## src/rtl/measure_window_sequencer_if.sv

```systemverilog
`default_nettype none
// ============================================================================
//  Module      : measure_window_sequencer_if
//  Description : Control / result-handshake bundle between the user controls
//                and consumer logic (master side) and the measurement window
//                sequencer (slave side).
//  Revision    : 1.0  initial release
// ============================================================================
interface measure_window_sequencer_if;
  logic run;           // level: repeat windows back-to-back while high
  logic single;        // one-cycle pulse: start one window from IDLE
  logic result_ack;    // consumer has taken the latched result
  logic gate_out;      // counter enable
  logic clear_out;     // one-cycle counter clear before each gate
  logic load_out;      // one-cycle latch strobe after each gate
  logic busy;          // sequencer is inside a window
  logic result_valid;  // latched result waiting for ack
  logic overrun;       // sticky: a result was overwritten before ack

  modport master (
    output run, single, result_ack,
    input  gate_out, clear_out, load_out, busy, result_valid, overrun
  );

  modport slave (
    input  run, single, result_ack,
    output gate_out, clear_out, load_out, busy, result_valid, overrun
  );
endinterface
`default_nettype wire

```

## src/rtl/measure_window_sequencer.sv

```systemverilog
`default_nettype none
// ============================================================================
//  Module      : measure_window_sequencer
//  Description : Sequences a gated event counter through measurement windows
//                (clear -> gate -> load -> hold-off) in run or single-shot
//                mode, with a valid/ack result handshake and sticky overrun.
//  Revision    : 1.0  initial release
// ============================================================================
module measure_window_sequencer #(
  parameter int unsigned      CNT_W          = 22,
  parameter logic [CNT_W-1:0] GATE_CYCLES    = 22'd2_000_000,
  parameter logic [CNT_W-1:0] HOLDOFF_CYCLES = 22'd2
) (
  input  logic                      clk,
  input  logic                      reset,
  measure_window_sequencer_if.slave bus
);

  typedef enum logic [2:0] {
    ST_IDLE  = 3'd0,
    ST_CLEAR = 3'd1,
    ST_GATE  = 3'd2,
    ST_LOAD  = 3'd3,
    ST_HOLD  = 3'd4
  } state_t;

  // Terminal counts; the counter stops at these so it can never wrap.
  localparam logic [CNT_W-1:0] c_gate_last = GATE_CYCLES - CNT_W'(1);
  localparam logic [CNT_W-1:0] c_hold_last = HOLDOFF_CYCLES - CNT_W'(1);
  localparam bit               c_has_hold  = (HOLDOFF_CYCLES != '0);

  state_t           r_state;
  logic [CNT_W-1:0] r_cnt;
  logic             r_gate;
  logic             r_clear;
  logic             r_load;
  logic             r_busy;
  logic             r_valid;
  logic             r_overrun;

  // Window FSM with every output registered alongside the state transition.
  always_ff @(posedge clk) begin
    if (reset) begin
      r_state   <= ST_IDLE;
      r_cnt     <= '0;
      r_gate    <= 1'b0;
      r_clear   <= 1'b0;
      r_load    <= 1'b0;
      r_busy    <= 1'b0;
      r_valid   <= 1'b0;
      r_overrun <= 1'b0;
    end else begin
      r_clear <= 1'b0;
      r_load  <= 1'b0;

      // Ack clears a pending result; a load in this same cycle overrides it.
      if (bus.result_ack && r_valid) begin
        r_valid <= 1'b0;
      end

      case (r_state)
        ST_IDLE: begin
          if (bus.run || bus.single) begin
            r_state <= ST_CLEAR;
            r_clear <= 1'b1;
            r_busy  <= 1'b1;
          end
        end

        ST_CLEAR: begin
          r_cnt   <= '0;
          r_state <= ST_GATE;
          r_gate  <= 1'b1;
        end

        ST_GATE: begin
          if (r_cnt == c_gate_last) begin
            r_state <= ST_LOAD;
            r_gate  <= 1'b0;
            r_load  <= 1'b1;
          end else begin
            r_cnt <= r_cnt + CNT_W'(1);
          end
        end

        ST_LOAD: begin
          r_valid <= 1'b1;
          if (r_valid && !bus.result_ack) begin
            r_overrun <= 1'b1;
          end
          if (c_has_hold) begin
            r_state <= ST_HOLD;
            r_cnt   <= '0;
          end else if (bus.run) begin
            r_state <= ST_CLEAR;
            r_clear <= 1'b1;
          end else begin
            r_state <= ST_IDLE;
            r_busy  <= 1'b0;
          end
        end

        ST_HOLD: begin
          if (r_cnt == c_hold_last) begin
            if (bus.run) begin
              r_state <= ST_CLEAR;
              r_clear <= 1'b1;
            end else begin
              r_state <= ST_IDLE;
              r_busy  <= 1'b0;
            end
          end else begin
            r_cnt <= r_cnt + CNT_W'(1);
          end
        end

        default: begin
          r_state <= ST_IDLE;
          r_gate  <= 1'b0;
          r_busy  <= 1'b0;
        end
      endcase
    end
  end

  assign bus.gate_out     = r_gate;
  assign bus.clear_out    = r_clear;
  assign bus.load_out     = r_load;
  assign bus.busy         = r_busy;
  assign bus.result_valid = r_valid;
  assign bus.overrun      = r_overrun;

endmodule
`default_nettype wire

```

## src/flat_wrapper.sv

```systemverilog
// flat-port wrapper written by rule: the top's interface ports become plain ports
module measure_window_sequencer_flat 
#(
  parameter int unsigned      CNT_W          = 22,
  parameter logic [CNT_W-1:0] GATE_CYCLES    = 22'd2_000_000,
  parameter logic [CNT_W-1:0] HOLDOFF_CYCLES = 22'd2
)
  (clk, reset, bus_run, bus_single, bus_result_ack, bus_gate_out, bus_clear_out, bus_load_out, bus_busy, bus_result_valid, bus_overrun);
  measure_window_sequencer_if bus_i ();
  input  logic clk;
  input  logic reset;
  input wire logic [$bits(bus_i.run)-1:0] bus_run;
  input wire logic [$bits(bus_i.single)-1:0] bus_single;
  input wire logic [$bits(bus_i.result_ack)-1:0] bus_result_ack;
  output wire logic [$bits(bus_i.gate_out)-1:0] bus_gate_out;
  output wire logic [$bits(bus_i.clear_out)-1:0] bus_clear_out;
  output wire logic [$bits(bus_i.load_out)-1:0] bus_load_out;
  output wire logic [$bits(bus_i.busy)-1:0] bus_busy;
  output wire logic [$bits(bus_i.result_valid)-1:0] bus_result_valid;
  output wire logic [$bits(bus_i.overrun)-1:0] bus_overrun;
  assign bus_i.run = bus_run;
  assign bus_i.single = bus_single;
  assign bus_i.result_ack = bus_result_ack;
  assign bus_gate_out = bus_i.gate_out;
  assign bus_clear_out = bus_i.clear_out;
  assign bus_load_out = bus_i.load_out;
  assign bus_busy = bus_i.busy;
  assign bus_result_valid = bus_i.result_valid;
  assign bus_overrun = bus_i.overrun;
  measure_window_sequencer #(.CNT_W(CNT_W), .GATE_CYCLES(GATE_CYCLES), .HOLDOFF_CYCLES(HOLDOFF_CYCLES)) u_core (.clk(clk), .reset(reset), .bus(bus_i));
endmodule
```

## config.mk

```make
export PLATFORM = sky130hd
export DESIGN_NAME = measure_window_sequencer_flat
export DESIGN_NICKNAME = d
export VERILOG_FILES = /design/src/rtl/measure_window_sequencer_if.sv /design/src/rtl/measure_window_sequencer.sv /design/src/flat_wrapper.sv
export SDC_FILE = /design/constraint.sdc
export NUM_CORES = 1
export LEC_CHECK = 0
export BUFFER_PORTS_ARGS = -buffer_cell sky130_fd_sc_hd__buf_2
export CAP_MARGIN = 20
export CORE_MARGIN = 8
export CORE_UTILIZATION = 28
export CTS_CLUSTER_DIAMETER = 100
export DETAILED_ROUTE_END_ITERATION = 10
export GPL_TIMING_DRIVEN = 1
export PLACE_DENSITY_LB_ADDON = 0.1
export SETUP_SLACK_MARGIN = 0.2
export SLEW_MARGIN = 10
export SYNTH_ARGS = -nofsm -noshare
export SYNTH_HDL_FRONTEND = slang
export SYNTH_SLANG_ARGS = --single-unit
```

## constraint.sdc

```tcl
create_clock -name clk -period 1.9 [get_ports clk]
set_input_delay 0.285 -clock clk [delete_from_list [all_inputs] [get_ports clk]]
set_output_delay 0.285 -clock clk [all_outputs]
set_load 0.02 [all_outputs]
```

## Word level (Yosys, flattened, before mapping)

Cells that the tools add are included.

| word-level totals | value |
|---|---|
| register bits | 31 |
| input port bits | 5 |
| output and inout port bits | 6 |
| word-level logic and storage cells | 61 |

| operators by class | value |
|---|---|
| add/subtract/negate cells | 1 |
| equality and inequality tests | 12 |
| multiplexer cells | 21 |
| bitwise operators | 3 |
| reduce and logical (&&, ||, !) cells | 16 |

Operator list:

| kind | number |
|---|---|
| $pmux W22 S3 | 1 |
| $mux W22 | 2 |
| $add A22 B1 Y22 const B | 1 |
| $eq A22 B1 Y1 const B | 1 |
| $eq A22 B21 Y1 const B | 1 |
| $pmux W3 S5 | 1 |
| $mux W1 | 11 |
| $mux W3 | 3 |
| $eq A3 B2 Y1 const B | 2 |
| $ne A2 B1 Y1 const B | 3 |
| $ne A2 B2 Y1 const B | 3 |
| $pmux W1 S3 | 2 |
| $reduce_and A3 Y1 | 2 |
| $reduce_or A3 Y1 | 2 |
| $reduce_and A2 Y1 | 2 |
| $reduce_and A4 Y1 | 1 |
| $reduce_or A2 Y1 | 2 |
| $eq A3 B1 Y1 const B | 1 |
| $eq A3 B3 Y1 const B | 1 |
| $logic_not A3 Y1 | 1 |
| $not A1 Y1 | 3 |
| $reduce_bool A3 Y1 | 1 |
| $logic_and A1 B1 Y1 | 2 |
| $pmux W1 S2 | 1 |
| 3 further kinds | 3 |

## Depth between registers and ports, before layout

Gate-level depths: netlist of the first run.

| logic depth | value |
|---|---|
| depth after elaboration | 4 |
| depth in mapped cells | 8 |
| mapped depth without buffers | 7 |

## Least setup slack after synthesis of the first run

OpenSTA, ideal clock, no wires.

| path | value |
|---|---|
| path kind | reg2reg |
| from | register u_core.r_cnt[0] |
| to | register u_core.r_cnt[20] |
| library setup time | 125 ps |
| data arrival time | 1943 ps |
| data required time | 1775 ps |
| path slack | -168 ps |
| cell stages (with the launch flop) | 7 |
| buffers on the path | 0 |
| clock period less this slack | 2068 ps |
| cells stage by stage | dfxtp_1 -> ha_1 -> nand3_1 -> or4_1 -> or3_1 -> o211ai_1 -> o31ai_1 |

| between the ends | value |
|---|---|
| longest elaborated chain between the ends | 3 |
| elaborated cells on any way between the ends | 9 |
| classes of those cells | 1 x add/sub; 4 x eq/ne; 3 x mux; 1 x reduce/logical |

Ends and longest elaborated chain:

| item | line | text |
|---|---|---|
| start: declaration | measure_window_sequencer.sv:33 | `logic [CNT_W-1:0] r_cnt;` |
| start signal: assignment | measure_window_sequencer.sv:82 | `r_cnt <= r_cnt + CNT_W'(1);` |
| start signal: assignment | measure_window_sequencer.sv:113 | `r_cnt <= r_cnt + CNT_W'(1);` |
| $add A22 B1 Y22, or another cell as far along | measure_window_sequencer.sv:82, measure_window_sequencer.sv:113 |  |
| $mux W22, or another cell as far along | measure_window_sequencer.sv:104 | `if (r_cnt == c_hold_last) begin` |
| $pmux W22 S3 or $reduce_and A3 Y1 (tied branches) | -- |  |

Parallel ways exist; a longest one is shown, timed or not. The select of a mux whose other input is x is not followed.
A chain may end at the register's enable or synchronous reset.

## Worst setup path in the final report of the first run

| path | value |
|---|---|
| from | register u_core.r_cnt[1] |
| to | register u_core.r_cnt[21] |

The elaborated chain is that of the path after synthesis.

==> results.json, run 1 <==
{
  "status": "finished with violations",
  "violations": "setup timing",
  "cp_slowest_stage_delay_ns": 0.43,
  "nets": 255,
  "ir_worst_vdd_v": 0.0003638,
  "synth.distinct_cells": 46,
  "drv_cap": 0,
  "drive_gt1_share_pct": 42.97,
  "hold_ws_ns": 0.3093,
  "slew_violations": 0,
  "cts_max_level": 2,
  "ant_nets": 0,
  "placed_cell_area_um2": 2126,
  "grt-ovfl-total": 0,
  "numPortBuffers": 10,
  "max_slew.worst_pin.slew_ns": 0.3040,
  "avgSynthCellArea_um2": 8.579,
  "worst-setup-path-type": "register to register",
  "final_cells": 321,
  "tritoncts": "built",
  "hp-start": "bus_result_ack",
  "rrSetupSlack_ns": -0.08,
  "vias_per_cell": 5.293,
  "yosys-top-cells-area": "dfxtp_1 38%, o31ai_1 5.6%, nor2_1 5.1%",
  "netlist_area_um2": 1613,
  "clockBufferDepth": 2,
  "ios": 11,
  "path_buf_inv": 0,
  "finalInstanceArea_um2": 2405,
  "min_period_ns": 1.979,
  "fp-row-count": 27,
  "power_mw": 2.040,
  "num-fill-cells": 569,
  "cts.hold.buffers_added": 0,
  "synth_fp_nets": 195,
  "clock_latency_ns": 0.28,
  "setup_ws_ns": -0.07925,
  "die_y_um": 91.90,
  "synth_edf_count": 0,
  "dr.pass1.iters": 5,
  "core_um2": 5540,
  "min_path_type": "input port to register",
  "vias": 1699,
  "ys_ff_latch": 31,
  "die_w_um": 91.90,
  "synthFlopType": "dfxtp_1",
  "antenna_found_initial": 0,
  "timing.fmax_mhz": 505.2,
  "grt_max_degree": 14,
  "worstHoldEndpoint": "u_core.bus.result_valid",
  "worstSetupEndpointType": "register",
  "maxSlewHeadroom_pct": 79.48,
  "gp_congestion": 0.7654,
  "clock_sinks": 31,
  "dp_slack_ns": -0.05493,
  "clkSlewWorstSetupHoldPaths_ns": 0.07,
  "period_share_pct": 104.2,
  "rsz0062_at_grt": "true",
  "finalWirelength_um": 4795,
  "most-common-layout-cells": "44 x buf_4, 22 x dfxtp_1, 19 x nor2_1",
  "synthArstFlopShare_pct": 0,
  "dieArea_um2": 8445,
  "cp-start-kind": "register",
  "power_density_nw_per_um2": 848.3,
  "initial_core_util_pct": 29.11,
  "rr_worst_depth": 6,
  "syn_to_final_growth_pct": 49.11,
  "wl_per_cell_um": 14.94,
  "yosys.area.top_type": "dfxtp_1",
  "critPathMaxFanout": 5,
  "yosys_warnings": 0,
  "final_common_cell": "buf_4",
  "hold_depth": 4,
  "crit_required_ns": 2.05,
  "finalClockSkew_ns": 0.007359,
  "setup_viol": 14,
  "diodes": 0,
  "clockRootBuffer": "clkbuf_8",
  "r2r_start": "u_core.r_cnt[1]",
  "cts_buffers": 5,
  "grtUsageTotal_pct": 11.42,
  "cp_data_arrival_time_ns": 2.13,
  "dpl.cell_count": 305,
  "first_global_vias": 1691,
  "finish.utilization_pct": 43.41,
  "dp_hpwl_um": 3424,
  "tns_ns": -0.4773,
  "crit_chain": "nand4_1 > or2_1 > or4_4 > or2_4 > o311ai_2 > o31ai_4",
  "netlist.area_leader.share_pct": 38.48,
  "reg2reg_to": "u_core.r_cnt[21]",
  "ys_seq_area_share_pct": 38.48,
  "slowest_stage": "or4_4",
  "drc": 0,
  "grt_pass1_wl_um": 8024,
  "syn-instance-count": 188,
  "drtIter0Drc": 62,
  "finalHoldViolCount": 0,
  "critPathTopFamily": "simple AND/OR/NAND/NOR gates",
  "leakagePower_nw": 0.9948
}
[layout make-up]
class,count,area (um2),area share (%)
Multi-Input combinational cell,143,1104,45.89
Sequential cell,31,641.9,26.69
Timing Repair Buffer,59,459.2,19.09
Tap cell,72,90.09,3.746
Clock buffer,6,72.57,3.018
Inverter,8,30.03,1.249
Clock inverter,2,7.507,0.3122
[worst max-delay path by stage]
stage	from	end	cells past startpoint
floorplan	u_core.r_cnt[3]	u_core.r_cnt[21]	6
global placement	u_core.r_cnt[3]	u_core.r_cnt[21]	6
detailed placement	u_core.r_cnt[3]	u_core.r_cnt[21]	6
CTS	u_core.r_cnt[1]	u_core.r_cnt[21]	6
global route	u_core.r_cnt[1]	u_core.r_cnt[17]	9
finish	u_core.r_cnt[1]	u_core.r_cnt[21]	6
[registers in the layout, indices dropped and copies added, names as in the netlist]
register / flops
u_core.r_cnt: 22
u_core.bus.clear_out: 1
u_core.bus.result_valid: 1
u_core.bus.load_out: 1
u_core.bus.gate_out: 1
u_core.bus.overrun: 1
u_core.r_state: 3
u_core.bus.busy: 1
[cell usage after synthesis (all sizes together), types with 2 or more instances]
library cell	instances
nor2	22
nor4	5
a21o	8
nand3	12
buf	2
and3	3
ha	2
o211ai	3
or4	3
nand4	5
a211o	3
a21oi	7
o211a	3
clkbuf	4
dfxtp	31
or2	5
nand2	10
nor3	6
a2bb2oi	2
a32oi	3
nand2b	2
nor2b	4
o31ai	14
a31oi	3
inv	8
or3	2
o311ai	4
[cells by family (layout without fill, tap and decap cells)]
| kind of cell | after synthesis | in the layout | synth area share (%) |
|---|---|---|---|
| adders and majority gates | 2 | 2 | 1.551 |
| buffers and inverters | 14 | 75 | 3.413 |
| DFF | 31 | 31 | 38.48 |
| xor gates and xnor gates | 1 | 1 | 0.5432 |
| and+or+nand+nor | 84 | 84 | 28.16 |
| AOI/OAI and AO/OA | 56 | 56 | 27.85 |
[power by group]
part / total, mW / switching (mW) / leakage [nW] / internal, mW
registers: 0.785 / 0.0733 / 0.257 / 0.712
logic: 0.761 / 0.394 / 0.697 / 0.367
clock network: 0.494 / 0.245 / 0.0403 / 0.250
total: 2.04 / 0.712 / 0.995 / 1.33
[timing repair]
action / CTS / global route
gates cloned: 0 / 1
buffers inserted: 6 / 1
pin swaps: 3 / 8
resized for setup: 5 / 20
setup endpoints to repair: 27 / 27
[worst reg2reg max path, stage by stage, from the launching register on]
cell and delay (ns):
dfxtp_4 0.39, nand4_1 0.12, or2_1 0.25, or4_4 0.43, or2_4 0.27, o311ai_2 0.28, o31ai_4 0.11
[routing by layer]
| metal | up-vias | track usage, % | part of all wire (%) |
|---|---|---|---|
| met2 | 33 | 19.19 | 50 |
| met1 | 813 | 13.48 | 45 |
| met3 | 10 | 3.178 | 3.9 |
| li1 | 843 | - | - |
| met5 | - | 0 | 0 |
| met4 | 0 | 4.295 | 1.9 |
Power figures use the tool's default switching activity.
==> inputs of run 2 (changes only) <==
--- a/config.mk
+++ b/config.mk
@@ -5,7 +5,7 @@
 export SDC_FILE = /design/constraint.sdc
 export NUM_CORES = 1
 export LEC_CHECK = 0
-export BUFFER_PORTS_ARGS = -buffer_cell sky130_fd_sc_hd__buf_2
+export BUFFER_PORTS_ARGS = -buffer_cell sky130_fd_sc_hd__clkbuf_2
 export CAP_MARGIN = 20
 export CORE_MARGIN = 8
 export CORE_UTILIZATION = 28
==> run 2 against run 1 <==
Effect of this change:
- the run still ends with setup timing left
- via count down 0.94%
- clock-buffer cell count up 1
- flip-flop and latch count unchanged
- utilization up 0.75 points
- hold slack better by 0.011 ns
- clock skew up 0.0047 ns
- final cell count down 0.31%
- power up 2.6%
- routed wire length down 2.4%
- sequential share of layout area down 0.40 points
- critical endpoint unchanged
==> results.json, run 2 (synthesis results as in run 1) <==
{
  "status": "finished with violations",
  "violations": "setup timing",
  "num-fill-cells": 577,
  "die_y_um": 91.90,
  "cts_max_level": 2,
  "slew_violations": 0,
  "cpMostUsedCell": "or2_4",
  "numPortBuffers": 10,
  "grt_pass1_wl_um": 7921,
  "nets": 254,
  "dpl.cell_count": 302,
  "critPathMaxFanout": 6,
  "grt_max_degree": 20,
  "drv_cap": 0,
  "drtIter0Drc": 60,
  "drc": 0,
  "dieArea_um2": 8445,
  "power_density_nw_per_um2": 855.9,
  "cts_buffers": 5,
  "setup_ws_ns": -0.08363,
  "setup_viol": 12,
  "diodes": 0,
  "gp_congestion": 0.8074,
  "cp_data_arrival_time_ns": 2.18,
  "vias": 1683,
  "crit_required_ns": 2.09,
  "clock_latency_ns": 0.28,
  "max_slew.worst_pin.slew_ns": 0.3297,
  "wl_per_cell_um": 14.63,
  "tritoncts": "built",
  "ant_nets": 0,
  "maxSlewHeadroom_pct": 77.97,
  "worst-setup-path-type": "register to register",
  "dp_hpwl_um": 3395,
  "ir_worst_vdd_v": 0.0004069,
  "die_w_um": 91.90,
  "finalHoldViolCount": 0,
  "period_share_pct": 104.4,
  "clockRootBuffer": "clkbuf_8",
  "first_global_vias": 1689,
  "cp-start-kind": "register",
  "final_common_cell": "buf_4",
  "min_period_ns": 1.984,
  "worstSetupEndpointType": "register",
  "initial_core_util_pct": 29.11,
  "timing.fmax_mhz": 504.1,
  "finalClockSkew_ns": 0.01207,
  "top_register": "u_core.r_cnt",
  "clkSlewWorstSetupHoldPaths_ns": 0.07,
  "antenna_found_initial": 0,
  "ios": 11,
  "cts.hold.buffers_added": 0,
  "cp_slowest_stage_delay_ns": 0.43,
  "multi_input_area_um2": 1112,
  "grtUsageTotal_pct": 11.37,
  "core_um2": 5540,
  "dr.pass1.iters": 4,
  "clockBufferDepth": 2,
  "leakagePower_nw": 1.006,
  "fp-row-count": 27,
  "finalWirelength_um": 4682,
  "crit_chain": "nand4_1 > or2_1 > or4_4 > or2_4 > or2_4 > o31ai_2",
  "most-common-layout-cells": "38 x buf_4, 23 x dfxtp_1, 20 x nor2_1",
  "grt-ovfl-total": 0,
  "vias_per_cell": 5.259,
  "final_cells": 320,
  "slowest_stage": "or4_4",
  "hold_ws_ns": 0.3206,
  "final-seq-area_um2": 643.1,
  "min_path_type": "input port to register",
  "drive_gt1_share_pct": 42.34,
  "rsz0062_at_grt": "true",
  "clock_sinks": 31,
  "largest_reg_flops": 22,
  "top_regs": "u_core.r_cnt x22, u_core.r_state x3",
  "syn_to_final_growth_pct": 51.67
}
[run 2: what timing repair did]
action / 4_1_cts / 5_1_grt
endpoints found under the setup margin: 27 / 27
gates cloned: 0 / 1
pin swaps: 4 / 13
buffers inserted: 6 / 3
resized for setup: 13 / 16
[run 2: layer usage]
metal	global-route usage (%)	up-vias	share of wire [%]
li1	-	842	-
met1	13.66	808	46
met2	18.95	27	49
met3	3.260	6	3.9
met4	3.758	0	1.2
met5	0	-	0
[run 2: critical path, delay by kind of cell (launching register included)]
kind / cells / cell delay, ns
AO/OA/AOI/OAI: 1 / 0.18
flip-flops: 1 / 0.39
AND/OR/NAND/NOR: 5 / 1.33
[run 2: worst paths after layout]
path	startpoint	endpoint	slack (ns)	depth (start not counted)
hold / removal	reset	u_core.r_state[0]	0.32	3
setup / recovery	u_core.r_cnt[0]	u_core.r_cnt[21]	-0.08	6
setup reg to reg	u_core.r_cnt[0]	u_core.r_cnt[21]	-0.08	6
hold reg to reg	u_core.r_cnt[11]	u_core.r_cnt[11]	0.48	1
[run 2: power by group]
part,total (mW),switching (mW),internal (mW)
Clock,0.530,0.238,0.292
Sequential,0.789,0.0780,0.711
Combinational,0.775,0.395,0.380
Total,2.09,0.711,1.38
[run 2: cell type report]
| type | count | share of cell area (%) |
|---|---|---|
| Tap cell | 72 | 3.683 |
| Clock buffer | 7 | 3.529 |
| Sequential cell | 31 | 26.29 |
| Inverter | 8 | 1.228 |
| Multi-Input combinational cell | 143 | 45.47 |
| Clock inverter | 1 | 0.2046 |
| Timing Repair Buffer | 58 | 19.59 |
[run 2: stage by stage]
stage	TNS (ns)	area, um2	power [mW]	worst slack [ns]	utilization [%]
finish	-0.5193	2446	2.094	-0.08363	44.15
CTS	-0.7251	2322	2.050	-0.1158	41.92
global route	-2.371	2446	2.221	-0.1737	44.15
global placement	-0.4733	2116	1.445	-0.1166	38.19
floorplan	0	1693	1.152	0.03723	-
detailed placement	-0.5738	2116	1.455	-0.09313	38.19
